[src/rtl/reg_enc_pkg.sv]
// reg_enc_pkg: shared sizes and types for the register index serializer
package reg_enc_pkg;
    localparam int N_REGS = 32;
    localparam int IDX_W = 5;
    typedef enum logic {S_IDLE, S_BUSY} enc_state_t;
    typedef logic [IDX_W-1:0] reg_idx_t;
endpackage

[src/rtl/reg_index_serializer_lsb_priority_encoder.sv]
// lsb_priority_encoder: index of the lowest set bit plus an any-set flag
module lsb_priority_encoder
    import reg_enc_pkg::*;
#(
    parameter int N = N_REGS,
    parameter int IDXW = $clog2(N)
) (
    input  logic [N-1:0]    vec,
    output logic [IDXW-1:0] idx,
    output logic            any
);
    always_comb begin
        idx = '0;
        for (int i = N - 1; i >= 0; i--) idx = vec[i] ? IDXW'(i) : idx;
    end
    assign any = |vec;
endmodule

[src/rtl/reg_index_serializer.sv]
// reg_index_serializer: streams set-bit indices of a mask, lowest first; REG_ENC_ONEHOT_EN adds out_onehot
module reg_index_serializer
    import reg_enc_pkg::*;
#(
    parameter int N = N_REGS,
    parameter int IDXW = $clog2(N)
) (
    input  logic            clk,
    input  logic            reset,
    input  logic            load_valid,
    output logic            load_ready,
    input  logic [N-1:0]    load_mask,
    input  logic            flush,
    output logic            out_valid,
    input  logic            out_ready,
    output logic [IDXW-1:0] out_idx,
    output logic            out_last,
    output logic [IDXW:0]   remaining,
    output logic            done
`ifdef REG_ENC_ONEHOT_EN
    ,
    output logic [N-1:0]    out_onehot
`endif
);
    enc_state_t state, state_n;
    logic [N-1:0] pending, pending_n;
    logic done_n, any;
    lsb_priority_encoder #(.N(N), .IDXW(IDXW)) u_enc (
        .vec(pending),
        .idx(out_idx),
        .any(any)
    );
    assign out_valid = (state == S_BUSY) & any;
    assign load_ready = (state == S_IDLE) & ~reset;
    assign out_last = remaining == (IDXW+1)'(1);
    always_comb begin
        remaining = '0;
        for (int i = 0; i < N; i++) remaining = remaining + (IDXW+1)'(pending[i]);
    end
`ifdef REG_ENC_ONEHOT_EN
    assign out_onehot = out_valid ? (N'(1) << out_idx) : '0;
`endif
    // flush outranks load and transfer
    always_comb begin
        state_n = state;
        pending_n = pending;
        done_n = 1'b0;
        if (flush) begin
            state_n = S_IDLE;
            pending_n = '0;
        end else if (load_valid && load_ready) begin
            pending_n = load_mask;
            state_n = |load_mask ? S_BUSY : S_IDLE;
            done_n = ~|load_mask;
        end else if (out_valid && out_ready) begin
            pending_n = pending & ~(N'(1) << out_idx);
            state_n = out_last ? S_IDLE : S_BUSY;
            done_n = out_last;
        end
    end
    always_ff @(posedge clk or posedge reset) begin
        if (reset) begin
            state <= S_IDLE;
            pending <= '0;
            done <= 1'b0;
        end else begin
            state <= state_n;
            pending <= pending_n;
            done <= done_n;
        end
    end
endmodule
[config.mk]
export PLATFORM = sky130hd
export DESIGN_NAME = reg_index_serializer
export DESIGN_NICKNAME = d
export VERILOG_FILES = /design/src/rtl/reg_enc_pkg.sv /design/src/rtl/reg_index_serializer_lsb_priority_encoder.sv /design/src/rtl/reg_index_serializer.sv
export SDC_FILE = /design/constraint.sdc
export NUM_CORES = 1
export LEC_CHECK = 0
export CORE_MARGIN = 10
export CORE_UTILIZATION = 48
export DETAILED_ROUTE_END_ITERATION = 12
export PLACE_DENSITY_LB_ADDON = 0.12
export RECOVER_POWER = 100
export SLEW_MARGIN = 20
export SYNTH_ARGS = -nofsm -noshare
export SYNTH_HDL_FRONTEND = slang
export SYNTH_HIERARCHICAL = 1
export SYNTH_SLANG_ARGS = --single-unit
[constraint.sdc]
create_clock -name clk -period 5.15 [get_ports clk]
set_input_delay 0.7725 -clock clk [delete_from_list [all_inputs] [get_ports clk]]
set_output_delay 0.7725 -clock clk [all_outputs]
set_load 0.01 [all_outputs]
== After elaboration in Yosys (flattened, before gate mapping) ==
Index checks and enable logic that the tools add are counted.
Word-level totals
  flip-flop bits (word level): 34
  latch bits: 0
  RAM bits: 0
  bits in read-only memories: 0
  output and inout port bits: 15
  logic and storage cells: 91
  memories: 0
Operators by class
  add/sub/neg operators: 31
  $mul: 0
  divide/modulo/power cells: 0
  magnitude comparators: 0
  equal/unequal tests: 1
  shift-type cells: 1
  multiplexer cells: 43
  bitwise gates (word level): 6
  reduce and logical (&&, ||, !) cells: 6
Operators with widths (number)
  5-bit 2-to-1 mux: 32
  6-bit by 1-bit adder with 6-bit output: 26
  32-bit 2-to-1 mux: 3
  32-bit OR reduction: 2
  32-bit AND: 1
  32-bit inverter: 1
  1-bit by 5-bit left shift with 32-bit output (first input constant): 1
  1-bit 2-to-1 mux: 8
  5-bit by 1-bit adder with 6-bit output: 1
  6-bit by 1-bit == test with 1-bit output (second input constant): 1
  4-bit by 1-bit adder with 5-bit output: 1
  3-bit by 1-bit adder with 4-bit output: 1
  2-bit by 1-bit adder with 3-bit output: 1
  3-bit nonzero test: 1
  1-bit by 1-bit adder with 2-bit output: 1
  1-bit AND: 2
  1-bit logical AND: 2
  1-bit inverter: 2
  1-bit zero test: 1

== Logic depth before layout (Yosys ltp) ==
Gate-level depths: netlist of the first run.
  depth in word-level cells: 38
  depth in mapped cells: 15
  depth with buffers taken out: 15

== Modules after synthesis ==
The synthesis of the first run kept the hierarchy.
By module, submodules not included
  reg_index_serializer: times used 1, cells each 246, area each 2497.4 µm²
  lsb_priority_encoder: times used 1, cells each 65, area each 385.4 µm²

== Worst setup path before layout of the first run ==
Ideal clock, no wire load.
  path kind: register to output
  start point: reg pending[17]
  end point: out out_last
  arrival: 4.637 ns
  required time: 4.378 ns
  slack: -0.259 ns
  stages on the path, launching flop included: 15
  cells stage by stage: dfrtp_1 fa_1 inv_1 fa_1 fa_1 fa_1 fa_1 fa_1 inv_1 ha_1 inv_1 fa_1 nor4b_1 nand3b_1 nor2_1
Between the ends
  word-level cells in the longest chain between the ends: 16
Ends and longest elaborated chain
  from (decl): RTL line reg_index_serializer.sv:26  | logic [N-1:0] pending, pending_n;
  from (signal assigned): RTL line reg_index_serializer.sv:68  | pending <= pending_n;
  6-bit by 1-bit adder with 6-bit output (15 in a row): RTL line reg_index_serializer.sv:38  | for (int i = 0; i < N; i++) remaining = remaining + (IDXW+1)'(pending[i]);
  6-bit by 1-bit == test with 1-bit output: RTL line reg_index_serializer.sv:35  | assign out_last = remaining == (IDXW+1)'(1);
  to (decl): RTL line reg_index_serializer.sv:17  | output logic out_last,
Every way passes these cells.

== Final worst setup path of the first run ==
  start point: reg pending[0]
  end point: out out_last
Between the ends
  word-level cells in the longest chain between the ends: 32
Ends and longest elaborated chain (RTL line)
  1-bit by 1-bit adder with 2-bit output: reg_index_serializer.sv:38
  2-bit by 1-bit adder with 3-bit output: reg_index_serializer.sv:38
  3-bit by 1-bit adder with 4-bit output: reg_index_serializer.sv:38
  4-bit by 1-bit adder with 5-bit output: reg_index_serializer.sv:38
  5-bit by 1-bit adder with 6-bit output: reg_index_serializer.sv:38
  6-bit by 1-bit adder with 6-bit output (26 in a row): reg_index_serializer.sv:38
  6-bit by 1-bit == test with 1-bit output: reg_index_serializer.sv:35
Every way passes these cells.

==> metrics.txt, run 1 <==
status=finished, violations left; failing checks=capacitance limit, slew limit, setup timing; synthesized area per cell=9.27 um^2; met3 Track Usage GR=3.41%; final cycle utilization of the critical path=114%; final core occ=a little under two thirds; post-DR vias/cell=roughly 6.0; final hold vios=0; Final Instance Area=roughly 3700 um^2; top cells by area, synth=dfrtp_1 30%, fa_1 17%, a32o_1 11%; post-synth cell types=42; n_diodes=0; Non-Filler Instances=around 470; Iter 0 DRT Violations=between 400 and 500; minimum clock period=between 5000 and 6000 ps; critical path capture point type=primary output; CP Launch Type=flop; clock-pin slew on the worst setup and hold paths=about 70 ps; router iterations before antenna repair=5; fillcell total=between 500 and 600; Reg2Reg Depth=15; maximum vdd ir drop=roughly 0.55 mV; chip height=a little under 100 um; die area=about 9500 um^2; Seq/Total Area, Yosys=around 30%; Post-Synthesis Cells=slightly above 300; worst hold path cell count=2; All-Layer GR Usage=19.1%; number of synthesized flops with an enable pin=0; Critical R2R Capture=state; unrepaired setup endpoints after global routing=yes; YS warnings=6; Pwr Density=421 nW/um^2; post-synth top area share=29.5%; Die X=97.5 um; Final HPWL DP=7500 um; most frequent CP cell=fa_1; Clock Tree Root=clkbuf_8; initial antenna violation count=0; synthesis-stage register bit count=34; area delta synth->final=30.0%; first-pass GRT wire length=14800 um; CP peak stage delay=about 600 ps; met1 usage=between 20% and 30%; hold worst-path end=pending[25]; CTS tree=yes; slew margin rel.=-29.8%; Post-synth top cells=54 x inv_1, 34 x dfrtp_1, 34 x nand2_1; largest net degree at the start of global routing=35; Antenna Violating Nets Remaining=0; Initial Util=49.0%; Least-Margin Pin Slew=between 1500 and 2000 ps; CP required=4380 ps; final wirelength=about 9400 um; Hold WC Path Type=flop to flop; Leak=about 1.7 nW; I/O pin count=52; fraction of registers with async set/reset=100%; fmax=~170 MHz; Final Max Slew Viols=between 40 and 50; number of buffers added on ports=51; DRC errors left=0; H-tree levels=2; WS Path Type=flop to primary output; final setup margin=-711 ps; worst-path cell chain=inv_1, fa_1, fa_1, fa_1, fa_1, fa_1, fa_1, inv_1, ha_2, inv_2, fa_2, nor4b_4, nand3b_1, nor2_2, buf_2; number of global-route vias before repair=around 2800; critical path fanouts, max=2; Critical Path AT=between 5000 and 6000 ps; cell count after placement=~460; setup TNS=-2920 ps; Fin Clk Skew=roughly 6 ps; Site Rows=28; Inserted Clock Buffers=5; GRT met2 Usage=between 30% and 40%; peak-usage layer in the global routing report=met2; routability congestion estimate=approximately 0.97; R2R setup slack=about 100 ps; Max-cap violations=2; final net count=around 470; Hold Crit Start=pending[25]; top-count cell post-synth=inv_1; clock sink count=34; Worst R2R Start=pending[0]; Clk Latency, worst-skew pair=~290 ps; floorplan core area=a little under 6000 um^2; layout cells sized above 1=16.0%; final setup vio count=6; DP Area=around 3700 um^2; global route overflow=0; Mapped Area=slightly below 3000 um^2; vias=approximately 2900; post-synth top area cell=dfrtp_1; post-DR wirelength/cell=19.9 um; Main synth FF type=dfrtp_1; post-synth net total=379; Crit-path slowest cell=fa_1; clock buffer depth=2
==> cell usage in the layout (no fill, tap or decap), types with 7 or more instances in the layout <==
master,n
dlygate4sd3_1,8
dfrtp_1,34
nand2_1,34
buf_4,31
nor4_1,15
a32o_1,33
a21oi_1,9
inv_1,50
nor3_1,9
clkbuf_1,7
nor2b_1,7
fa_1,23
nor2_1,21
clkdlybuf4s50_1,36
==> what timing repair did <==
item,in CTS,in global routing
setup endpoints to repair,7,7
setup buffers,2,1
endpoints found under the hold margin,0,0
pin swaps,6,7
gates resized for setup,30,11
gates cloned,0,0
hold buffers,0,0
==> flip-flops by register name, indices dropped and copies added, names as in the netlist <==
register / count
state: 1
done: 1
pending: 32
==> worst max path at each step <==
stage | slack [ps] | end | from
after floorplan | -160 | out_last | pending[17]
after global placement | -770 | out_last | pending[17]
after detailed placement | -800 | out_last | pending[17]
after CTS | -730 | out_last | pending[5]
after global routing | -840 | out_last | pending[11]
final | -710 | out_last | pending[0]
==> per-layer routing <==
layer  vias up  wire length (um)
li1       1274                 -
met1      1386              3940
met2       166              4470
met3        28               795
met4         0               231
met5         -                 0
==> stage by stage <==
step	total power, mW	worst slack [ps]	hold slack, ps
2_1_floorplan	0.921	-159	553
4_1_cts	1.56	-729	652
6_report	1.58	-711	652
3_5_place_dp	1.40	-797	630
3_3_place_gp	1.38	-772	619
5_1_grt	1.69	-838	682
==> where the power goes <==
| group | leakage (nW) | switching, mW | internal, mW |
|---|---|---|---|
| registers | 0.463 | 0.0235 | 0.287 |
| logic | 1.14 | 0.562 | 0.496 |
| clock network | 0.0482 | 0.103 | 0.108 |
==> cell families (layout without fill, tap and decap cells) <==
family	after synthesis	count (layout)	synth area share, %
xor gates and xnor gates	2	2	0.608
AOI/OAI and AO/OA	64	64	18.8
adders and majority gates	31	31	19.7
buffers and inverters	63	151	8.55
DFF	34	34	29.5
and+or+nand+nor	117	117	22.8
==> final cells by class <==
type / instances / area, um^2 / share of cell area, %
Multi-Input combinational cell: 214 / 1760 / 47.0
Timing Repair Buffer: 89 / 748 / 20.0
Inverter: 54 / 203 / 5.41
Sequential cell: 34 / 851 / 22.7
Clock inverter: 1 / 5.00 / 0.134
Clock buffer: 7 / 86.3 / 2.30
Tap cell: 75 / 93.8 / 2.50
==> critical path, delay by kind of cell (launching register included) <==
kind          cells  cell delay (ps)
simple gates      3              470
fa+ha+maj         8             3670
buf+inv           4              310
flops             1              340
Power figures use the tool's default switching activity.
==> run 2, diff against run 1 <==
--- a/config.mk
+++ b/config.mk
@@ -5,6 +5,7 @@
 export SDC_FILE = /design/constraint.sdc
 export NUM_CORES = 1
 export LEC_CHECK = 0
+export CAP_MARGIN = 20
 export CORE_MARGIN = 10
 export CORE_UTILIZATION = 48
 export DETAILED_ROUTE_END_ITERATION = 12
==> results of run 2 <==
No change in the layout: final DEF, timing and power equal those of run 1.
